### config.mk
export PLATFORM = sky130hd
export DESIGN_NAME = if_stage
export DESIGN_NICKNAME = d
export VERILOG_FILES = /design/src/rtl/rv_pkg.sv /design/src/rtl/if_id_reg.sv /design/src/rtl/if_stage.sv
export SDC_FILE = /design/constraint.sdc
export NUM_CORES = 1
export LEC_CHECK = 0
export ABC_CLOCK_PERIOD_IN_PS = 6650
export CAP_MARGIN = 25
export CORE_MARGIN = 8
export CORE_UTILIZATION = 30
export DETAILED_ROUTE_END_ITERATION = 12
export PLACE_DENSITY_LB_ADDON = 0.25
export SLEW_MARGIN = 20
export SYNTH_ARGS = -nofsm -noshare
export SYNTH_HDL_FRONTEND = slang
export SYNTH_SLANG_ARGS = --single-unit
### constraint.sdc
create_clock -name clk -period 6.65 [get_ports clk]
set_clock_uncertainty 0.1 [all_clocks]
set_input_delay 1.33 -clock clk [delete_from_list [all_inputs] [get_ports clk]]
set_output_delay 1.33 -clock clk [all_outputs]
set_load 0.1 [all_outputs]
### src/rtl/rv_pkg.sv
// Shared RV32 pipeline definitions: data width, bubble encoding, reset PC, IF/ID record.
// Latency: n/a (types and constants only).
// Backpressure: n/a.
//
// Contents:
//   XLEN             - architectural register / address width
//   NOP_INSTR        - bubble instruction, addi x0,x0,0
//   DEFAULT_RESET_PC - PC loaded on reset unless a stage overrides it
//   if_id_t          - packed IF/ID pipeline record
//   next_sel_e       - next-state selector used by the fetch stage
//   word_align()     - clears the two byte-offset bits of an address
package rv_pkg;

  localparam int XLEN = 32;

  localparam logic [XLEN-1:0] NOP_INSTR        = 32'h0000_0013;
  localparam logic [XLEN-1:0] DEFAULT_RESET_PC = 32'h0000_0000;

  // One IF/ID pipeline slot. pc_plus4 is carried so decode never re-adds.
  typedef struct packed {
    logic            valid;
    logic [XLEN-1:0] pc;
    logic [XLEN-1:0] pc_plus4;
    logic [XLEN-1:0] instr;
  } if_id_t;

  // Resolved next-state action, listed in priority order.
  typedef enum logic [1:0] {
    NEXT_RESET    = 2'd0,
    NEXT_REDIRECT = 2'd1,
    NEXT_HOLD     = 2'd2,
    NEXT_ADVANCE  = 2'd3
  } next_sel_e;

  function automatic logic [XLEN-1:0] word_align(input logic [XLEN-1:0] addr);
    return {addr[XLEN-1:2], 2'b00};
  endfunction

endpackage

### src/rtl/if_id_reg.sv
// IF/ID pipeline register: holds one fetched instruction with its PC and PC+4.
// Latency: one edge from load to outputs.
// Backpressure: hold (no load, no flush) freezes every field; flush beats load.
//
// Ports:
//   clk, reset       - rising-edge clock, synchronous active-high reset
//   load             - capture load_pc / load_pc_plus4 / load_instr as a valid slot
//   flush            - replace contents with a bubble (valid=0, instr=NOP_INSTR, pcs=0)
//   load_*           - incoming slot contents
//   valid, pc,
//   pc_plus4, instr  - registered slot contents
module if_id_reg
  import rv_pkg::*;
#(
  parameter logic [XLEN-1:0] NOP_INSTR = rv_pkg::NOP_INSTR
) (
  input  logic            clk,
  input  logic            reset,
  input  logic            load,
  input  logic            flush,
  input  logic [XLEN-1:0] load_pc,
  input  logic [XLEN-1:0] load_pc_plus4,
  input  logic [XLEN-1:0] load_instr,
  output logic            valid,
  output logic [XLEN-1:0] pc,
  output logic [XLEN-1:0] pc_plus4,
  output logic [XLEN-1:0] instr
);

  if_id_t slot_q;
  if_id_t bubble;
  if_id_t incoming;

  // Reset and flush both leave a bubble, so an invalid slot always shows NOP.
  assign bubble   = '{valid: 1'b0, pc: '0, pc_plus4: '0, instr: NOP_INSTR};
  assign incoming = '{valid: 1'b1, pc: load_pc, pc_plus4: load_pc_plus4, instr: load_instr};

  always_ff @(posedge clk) begin
    if (reset || flush) begin
      slot_q <= bubble;
    end else if (load) begin
      slot_q <= incoming;
    end
  end

  assign valid    = slot_q.valid;
  assign pc       = slot_q.pc;
  assign pc_plus4 = slot_q.pc_plus4;
  assign instr    = slot_q.instr;

endmodule

### src/rtl/if_stage.sv
// Instruction fetch stage: PC register, next-PC mux and IF/ID register.
// Latency: imem_addr is pc_q with zero delay; fetched word lands in IF/ID at the next edge.
// Backpressure: stall freezes pc_q, IF/ID and fetch_count; redirect overrides stall.
//
// Ports:
//   clk, reset             - rising-edge clock, synchronous active-high reset
//   imem_addr, imem_rdata  - asynchronous-read instruction ROM interface
//   stall                  - hold request from decode
//   redirect_valid/_target - taken branch / jump to a new fetch address
//   if_id_*                - IF/ID register outputs toward decode
//   misalign_err           - sticky: a redirect target had nonzero byte offset
//   fetch_count            - number of valid instructions loaded into IF/ID
module if_stage
  import rv_pkg::*;
#(
  parameter logic [XLEN-1:0] RESET_PC  = DEFAULT_RESET_PC,
  parameter logic [XLEN-1:0] NOP_INSTR = rv_pkg::NOP_INSTR
) (
  input  logic            clk,
  input  logic            reset,
  output logic [XLEN-1:0] imem_addr,
  input  logic [XLEN-1:0] imem_rdata,
  input  logic            stall,
  input  logic            redirect_valid,
  input  logic [XLEN-1:0] redirect_target,
  output logic            if_id_valid,
  output logic [XLEN-1:0] if_id_pc,
  output logic [XLEN-1:0] if_id_pc_plus4,
  output logic [XLEN-1:0] if_id_instr,
  output logic            misalign_err,
  output logic [XLEN-1:0] fetch_count
);

  logic [XLEN-1:0] pc_q;
  logic [XLEN-1:0] pc_plus4;
  logic [XLEN-1:0] pc_next;
  next_sel_e       next_sel;
  logic            redirect_misaligned;

  // Wraps modulo 2^32; crossing the top of the address space is not an error.
  assign pc_plus4 = pc_q + 32'd4;

  // The ROM address comes only from the PC register, so there is no
  // combinational loop from imem_rdata back to imem_addr.
  assign imem_addr = pc_q;

  assign redirect_misaligned = redirect_target[1:0] != 2'b00;

  // Priority: reset > redirect > stall > advance.
  always_comb begin
    next_sel = NEXT_ADVANCE;
    if (reset) begin
      next_sel = NEXT_RESET;
    end else if (redirect_valid) begin
      next_sel = NEXT_REDIRECT;
    end else if (stall) begin
      next_sel = NEXT_HOLD;
    end
  end

  always_comb begin
    pc_next = pc_q;
    case (next_sel)
      NEXT_RESET:    pc_next = RESET_PC;
      NEXT_REDIRECT: pc_next = word_align(redirect_target);
      NEXT_HOLD:     pc_next = pc_q;
      NEXT_ADVANCE:  pc_next = pc_plus4;
      default:       pc_next = pc_q;
    endcase
  end

  always_ff @(posedge clk) begin
    pc_q <= pc_next;
  end

  // Only real loads count; holds, flushes and reset cycles do not.
  always_ff @(posedge clk) begin
    if (reset) begin
      fetch_count <= '0;
    end else if (next_sel == NEXT_ADVANCE) begin
      fetch_count <= fetch_count + 32'd1;
    end
  end

  // Sticky until reset; the PC still proceeds from the word-aligned target.
  always_ff @(posedge clk) begin
    if (reset) begin
      misalign_err <= 1'b0;
    end else if (redirect_valid && redirect_misaligned) begin
      misalign_err <= 1'b1;
    end
  end

  if_id_reg #(
    .NOP_INSTR (NOP_INSTR)
  ) u_if_id_reg (
    .clk           (clk),
    .reset         (reset),
    .load          (next_sel == NEXT_ADVANCE),
    .flush         (next_sel == NEXT_REDIRECT),
    .load_pc       (pc_q),
    .load_pc_plus4 (pc_plus4),
    .load_instr    (imem_rdata),
    .valid         (if_id_valid),
    .pc            (if_id_pc),
    .pc_plus4      (if_id_pc_plus4),
    .instr         (if_id_instr)
  );

endmodule

After elaboration in Yosys (flattened, before gate mapping). Index checks and enable logic that the tools add are counted.

$add $sub $neg: 2. Magnitude comparators: 0. Shifts and indexed selects: 0. Equal/unequal tests: 3. Divide/modulo/power cells: 0. Reduce and logical (&&, ||, !) cells: 4. Multipliers: 0. Bitwise gates (word level): 0. Muxes and demuxes: 4.

Operators by type and width (number): one-hot mux 32 bit (3 select lines) (1); adder 32 x 1 -> 32 bit (second input constant) (1); adder 32 x 3 -> 32 bit (second input constant) (1); == test 2 bit (second input constant) (2); two-way mux 2 bit (2); == test 2 x 1 -> 1 bit (second input constant) (1); logical NOT 2 bit (1); nonzero test 2 bit (1); logical AND 1 bit (1); logical OR 1 bit (1); two-way mux 1 bit (1).

RAM bits: 0. Memory bits (read-only): 0. Bits in latches: 0. Logic and storage cells: 20. Output and inout port bits: 162. Input port bits: 68. Register bits: 162. Memories kept: 0.

Logic depth before layout (Yosys ltp). Gate-level depths: netlist of run 1.

Word-level depth: 5. Mapped depth: 8. Depth with buffers taken out: 6.

Modules after synthesis. Synthesis of run 1 repeated with hierarchy kept, for this count alone.

Cells, all modules: 715. Area, all modules: 7176.9 um^2.

Modules (own cells, without submodules): if_stage (area an instance 3696.0 um^2, cells each 400, instances 1, sequential area each 1561.5 um^2); if_id_reg (area an instance 3480.8 um^2, cells each 315, instances 1, sequential area each 1941.9 um^2).

Least setup slack after synthesis of run 1. No wires, ideal clock.

Path type: input to register. Start point: input port stall. End point: register pc_q[10], in the netlist imem_addr[10], enable pin. Arrival: 2.650 ns. Stages on the path: 4. Setup time: 0.465 ns. Buffers on the path: 3. Setup slack: 3.435 ns. Data required time: 6.085 ns. Cell sequence: clkbuf_1 -> clkbuf_1 -> clkbuf_1 -> nand2_1.

Word-level cells in the longest chain between the ends: 4.

RTL lines: from (decl) (RTL line if_stage.sv:23) `input logic stall,`; two-way mux 1 bit (RTL line if_stage.sv:56) `end else if (stall) begin`; two-way mux 2 bit (RTL line if_stage.sv:54) `end else if (redirect_valid) begin`; two-way mux 2 bit (RTL line if_stage.sv:52) `if (reset) begin`; == test 2 bit (RTL line if_stage.sv:63) `case (next_sel)`; to (signal assigned) (RTL line if_stage.sv:73) `pc_q <= pc_next;`; to (decl) (RTL line if_stage.sv:34) `logic [XLEN-1:0] pc_q;`.

Every way passes these cells. A chain may end at the register's enable or synchronous reset.

Worst setup path in the final report of run 1.
Start point: input port reset. End point: register fetch_count[31].

Word-level cells in the longest chain between the ends: 2.

RTL lines: from (decl) (RTL line if_stage.sv:20) `input logic reset,`; two-way mux 2 bit (RTL line if_stage.sv:52); == test 2 bit (RTL line if_stage.sv:80) `end else if (next_sel == NEXT_ADVANCE) begin`; to (signal assigned) (RTL line if_stage.sv:81) `fetch_count <= fetch_count + 32'd1;`; to (decl) (RTL line if_stage.sv:31) `output logic [XLEN-1:0] fetch_count`.

Several ways; a longest one is shown, not always the timed one.

==> results.txt, run 1 <==
Largest net degree at the start of global routing = 67
Post-synth top cells = 126 x dfxtp_1, 116 x nor2_1, 63 x mux2i_1
Hold buffers post-CTS = 0
WL final = 20.9 mm
Synthesized flop and latch total = 156
Setup_tns = 0 ns
IO buf count = 223
Routed len/inst = 17.9 um
Fin crit share = 0.577
P_leak = 3.63 nW
Post-route ant nets = 0
Area leader, netlist = dfxtp_1
CP endpoint kind = flop
# DRC = 0
Sequential area share after synthesis = 0.521
CTS tree = done
Pwr dens = 261 nW/um2
Synth area leaders = dfxtp_1 38%, edfxtp_1 14%, mux2i_1 9.6%
Initial antenna violation count = 0
Die outline area = 26900 um2
Max Fclk = 0.261 GHz
H-tree depth = 4
Slew headroom = 0.285
Hold Violations, Final = 0
Synth unique cells = 45
Crit path kind = in2reg
Synth-to-Final Area Change = 46.9%
Die height = 164 um
Slew Limit Fails = 0
Outcome = complete, no violations
Core Footprint = 21700 um2
Final #Nets = 948
Inserted Clock Buffers = 17
Setup repair after global routing missed its margin = no
Max Cap Viol = 0
Cells after Synth = 670
Gpl congestion = 0.818
Top-count cell post-synth = dfxtp_1
Layout cell share with drive strength beyond 1 = 0.0651
WP data arrival = 4.04 ns
First-pass GRT wire length = 32.1 mm
Synth Cell Area = 6570 um2
Filler cells = 2084
Vias in the first global route = 5506
Rows = 54
Io pins = 230
Vias per inst = 4.77
Worst hold path class = reg2reg
Worst endpoint required time = 6.85 ns
Root buffer cell = clkbuf_16
Crit path time final = 3.84 ns
Hpwl dp = 14.7 mm
Pre-antenna DRT Iters = 4
Die X = 164 um
Most used DFF post-synth = dfxtp_1
CP max FO = 37
Final setup fails = 0
Initial Util = 0.303
Worst-Skew Late Latency = 0.42 ns
Clock sink count = 156
Fin util = 0.445
Max VDD drop = 0.160 mV
Async set-or-reset flop fraction in the synthesized netlist = 0
Clock slew seen by the registers of the worst setup and hold paths = 0.07 ns
Vias = 5588
Post-CTS Setup Inserts = 0
GRT Total Usage = 0.153
Crit path launch type = primary input
Ys Warns = 0
Slew at the pin closest to its max-slew limit = 1.07 ns
PostCTS Resize Cnt = 0
Post-synth EDFFs = 30
Grt total ovfl = 0
Top-area cell type share of the netlist area = 0.384
Iter 0 DRT Violations = 348
Syn Area/Cell = 9.80 um2
Max Buffers Root-to-Sink = 2
Ant diodes = 0
==> report_power, final <==
| group | switching [mW] | internal [mW] | total (mW) |
|---|---|---|---|
| logic | 0.342 | 0.128 | 0.471 |
| registers | 0.0384 | 0.999 | 1.04 |
| clock network | 0.427 | 0.588 | 1.01 |
| total | 0.808 | 1.71 | 2.52 |
==> worst paths after layout <==
| path | from | end | slack, ns | cells after the start |
|---|---|---|---|---|
| setup reg to reg | imem_addr[2] | imem_addr[24] | 3.82 | 6 |
| hold reg to reg | u_if_id_reg.pc_plus4[8] | u_if_id_reg.pc_plus4[8] | 0.35 | 2 |
| hold / removal | u_if_id_reg.pc_plus4[8] | u_if_id_reg.pc_plus4[8] | 0.35 | 2 |
| setup / recovery | reset | fetch_count[31] | 2.81 | 7 |
==> layout by cell type (no fill, tap or decap), types with 2 or more instances in the layout <==
master,instances
clkdlybuf4s50_1,222
dfxtp_1,126
nor2_1,114
mux2i_1,63
nand2_1,45
o21ai_0,35
xor2_1,32
edfxtp_1,30
nand3_1,28
nand4_1,25
xnor2_1,24
clkbuf_16,21
a22o_1,15
a21oi_1,13
nor3_1,10
inv_1,7
and3_1,7
buf_4,7
and4_1,6
nor4_1,6
o21ba_2,6
conb_1,6
inv_6,4
or3_1,3
and2_1,3
nor4_2,3
nor2_2,2
o211a_1,2
ha_1,2
inv_4,2
clkinv_4,2
==> critical path, cell delays in order <==
cell and delay, ns:
clkdlybuf4s50_1 0.39, buf_4 0.25, or3_1 0.72, nor2_1 0.89
nand4_1 0.21, xor2_1 0.18, nor2_1 0.05
==> area by class of cell <==
| cell class | count | area [um2] | share of cell area |
|---|---|---|---|
| multi-input combinational | 466 | 2920 | 0.303 |
| inverter | 7 | 26.3 | 0.00272 |
| clock inverter | 10 | 83.8 | 0.00869 |
| sequential | 156 | 3420 | 0.355 |
| clock buffer | 22 | 539 | 0.0559 |
| tap | 280 | 350 | 0.0363 |
| timing repair buffer | 230 | 2300 | 0.239 |
==> registers in the layout, summed over array words and instances (netlist names) <==
| name | cells |
|---|---|
| fetch_count | 32 |
| u_if_id_reg.instr | 32 |
| imem_addr | 30 |
| u_if_id_reg.pc | 30 |
| u_if_id_reg.pc_plus4 | 30 |
| misalign_err | 1 |
| u_if_id_reg.valid | 1 |
==> per-layer routing <==
layer	wire (um)	global-route usage
met5	0	0
met4	231	0.0450
met1	9020	0.189
met2	10000	0.251
met3	1680	0.0504
==> stage by stage <==
step	setup WS, ns	instance area, um2	hold slack, ns	std cells	power [mW]
3_5_place_dp	2.33	9020	0.344	1139	1.53
2_1_floorplan	3.44	6590	0.777	675	1.39
3_3_place_gp	2.37	9000	0.337	1138	1.53
6_report	2.81	9650	0.352	1171	2.52
5_1_grt	2.60	9650	0.393	1171	2.62
4_1_cts	2.78	9650	0.352	1171	2.55
==> kinds of logic (layout without fill, tap and decap cells) <==
logic type               count (synthesis)  in the layout  synth area share
AND/OR/NAND/NOR                        262            262             0.191
flip-flops                             156            156             0.521
AO/OA/AOI/OAI                           77             77            0.0756
multiplexers                            63             63            0.0960
XOR/XNOR                                56             56            0.0747
buffers and inverters                   53            269            0.0373
adder cells (fa/ha/maj)                  2              2           0.00381
other                                    1              6          0.000571
No activity file was read; power rests on OpenSTA's default activity.
==> run 2, diff against run 1 <==
- ABC_CLOCK_PERIOD_IN_PS: 6650 -> 3400
- clock period: 6.65 -> 3.4 ns (I/O delays scaled with it)
==> run 2 against run 1 <==
Routed wire length is 0.20% lower. Cell count rose by 0.51%. Sequential share of layout area is 1.3 points higher. Worst hold slack improved by 0.0012 ns. Design area decreased by 3.4%. Combinational power is 92% higher. Die area unchanged. Utilization is 1.5 points lower. Count of clock-buffer cells in the layout is 4 lower. Worst setup slack got worse by 2.1 ns. Clock power is 110% higher. Critical path type is now reg2reg. Largest power group is now clock.
==> results.txt, run 2 (same netlist as run 1, synthesis figures left out) <==
Outcome = complete, no violations
Layout cell share with drive strength beyond 1 = 0.244 (+0.179)
Post-route ant nets = 0 (unchanged)
IO buf count = 223 (unchanged)
Min-Delay Path Depth = 2 (unchanged)
Initial Util = 0.303 (unchanged)
Ant diodes = 0 (unchanged)
Slew headroom = 0.414 (+0.129)
Power, Total = 5.03 mW (+99%)
Hpwl dp = 14.8 mm (+0.55%)
Iter 0 DRT Violations = 284 (-18%)
Max VDD drop = 0.313 mV (+96%)
Worst-Skew Late Latency = 0.42 ns (about the same)
Multi-input gate area = 2920 um2 (unchanged)
# DRC = 0 (unchanged)
GRT Total Usage = 0.150 (-0.00321)
Most common cell after layout, fill and taps aside = buf_4
Io pins = 230 (unchanged)
Pwr dens = 540 nW/um2 (+110%)
Fin crit share = 0.803
Vias = 5584 (-0.072%)
First-pass GRT wire length = 31.3 mm (-2.3%)
Grt total ovfl = 0 (unchanged)
Hold Startpoint = misalign_err
Reg2reg path depth = 6 (unchanged)
Hold buffers post-CTS = 0 (unchanged)
CP max FO = 6 (-84%)
Synth-to-Final Area Change = 41.9%
Reg2Reg Setup Slack = 0.67 ns (-3.15 ns)
Core Footprint = 21700 um2 (unchanged)
Crit path launch type = flop
Max Buffers Root-to-Sink = 2 (unchanged)
Final #Nets = 954 (+0.63%)
Filler cells = 2161 (+3.7%)
Storage element area = 3420 um2 (unchanged)
Crit path kind = reg2reg
WP data arrival = 2.81 ns (-1.23 ns)
Initial antenna violation count = 1 (+1)
Rows = 54 (unchanged)
Die X = 164 um (unchanged)
Final worst slack = 0.670 ns (-2.14 ns)
Worst slack, placed = 0.540 ns (-1.79 ns)
H-tree depth = 4 (unchanged)
CTS tree = done
Hold Violations, Final = 0 (unchanged)
Largest net degree at the start of global routing = 97 (+45%)
RR Startpoint = imem_addr[3]
Routed len/inst = 17.8 um (-0.71%)
Crit path time final = 2.73 ns
Vias per inst = 4.74 (-0.58%)
Hold_ws = 0.353 ns (+0.00116 ns)
Setup repair after global routing missed its margin = no
Most frequent cells in the layout = 169 x buf_4, 126 x dfxtp_1, 114 x nor2_1
Root buffer cell = clkbuf_16
WL final = 20.9 mm (-0.20%)
Worst endpoint required time = 3.48 ns (-3.37 ns)
Slew at the pin closest to its max-slew limit = 0.878 ns (-0.191 ns)
Final setup fails = 0 (unchanged)
Die height = 164 um (unchanged)
Clock sink count = 156 (unchanged)
P_leak = 3.95 nW (+8.9%)
Inserted Clock Buffers = 17 (unchanged)
CP endpoint kind = flop
Max Fclk = 0.366 GHz
Worst Hold Path EP = misalign_err
Setup_tns = 0 ns (unchanged)
Non-filler cells, final = 1177 (+0.51%)
Post-CTS Setup Inserts = 0 (unchanged)
Max Cap Viol = 0 (unchanged)
Die outline area = 26900 um2 (unchanged)
Vias in the first global route = 5349 (-2.9%)
PostCTS Resize Cnt = 0 (unchanged)
Gpl congestion = 0.782 (-4.4%)
Slew Limit Fails = 0 (unchanged)
Worst hold path class = reg2reg
Clock slew seen by the registers of the worst setup and hold paths = 0.07 ns (about the same)
Pre-antenna DRT Iters = 5 (+1)
Placed Cells = 1145 (+0.53%)
Reg2reg end = imem_addr[26]
-- run 2: cell count changes in the layout (fill, tap and decap cells not counted), sizes merged --
cell and delta:
bufinv +4, inv -1, clkbuf -4, clkdlybuf4s50 -156, buf +162, clkinv +1
-- run 2: layout make-up --
class | count | share of cell area
flip-flops and latches | 156 | 0.367
multi-input cells | 466 | 0.314
repair buffers | 236 | 0.209
clock buffers | 18 | 0.0471
well taps | 280 | 0.0376
clock inverters | 14 | 0.0220
inverters | 7 | 0.00282
-- run 2: critical path: stages, from the launching register on --
cell	delay, ns
edfxtp_1	0.47
ha_1	0.31
nand3_1	0.18
or4_1	0.72
nor4_2	0.35
xor2_1	0.13
a22o_1	0.24
-- run 2: worst max-delay path by stage --
| stage | startpoint | end |
|---|---|---|
| finish | imem_addr[3] | imem_addr[26] |
| CTS | imem_addr[3] | imem_addr[24] |
| global route | imem_addr[3] | imem_addr[26] |
| floorplan | imem_addr[2] | imem_addr[24] |
| detailed placement | redirect_valid | fetch_count[27] |
| global placement | redirect_valid | fetch_count[27] |
-- run 2: per-layer routing --
metal	track usage	part of all wire
met5	0	0
met4	0.0397	0.0085
met3	0.0459	0.079
met2	0.249	0.48
met1	0.186	0.43
-- run 2: stage by stage --
stage | utilization | instance area [um2]
2_1_floorplan | - | 6590
3_3_place_gp | 0.400 | 8670
3_5_place_dp | 0.400 | 8670
4_1_cts | 0.430 | 9320
5_1_grt | 0.430 | 9320
6_report | 0.430 | 9320
-- run 2: power by group --
| part | internal [mW] | switching, mW |
|---|---|---|
| sequential | 1.95 | 0.0743 |
| combinational | 0.232 | 0.673 |
| clock | 1.27 | 0.825 |
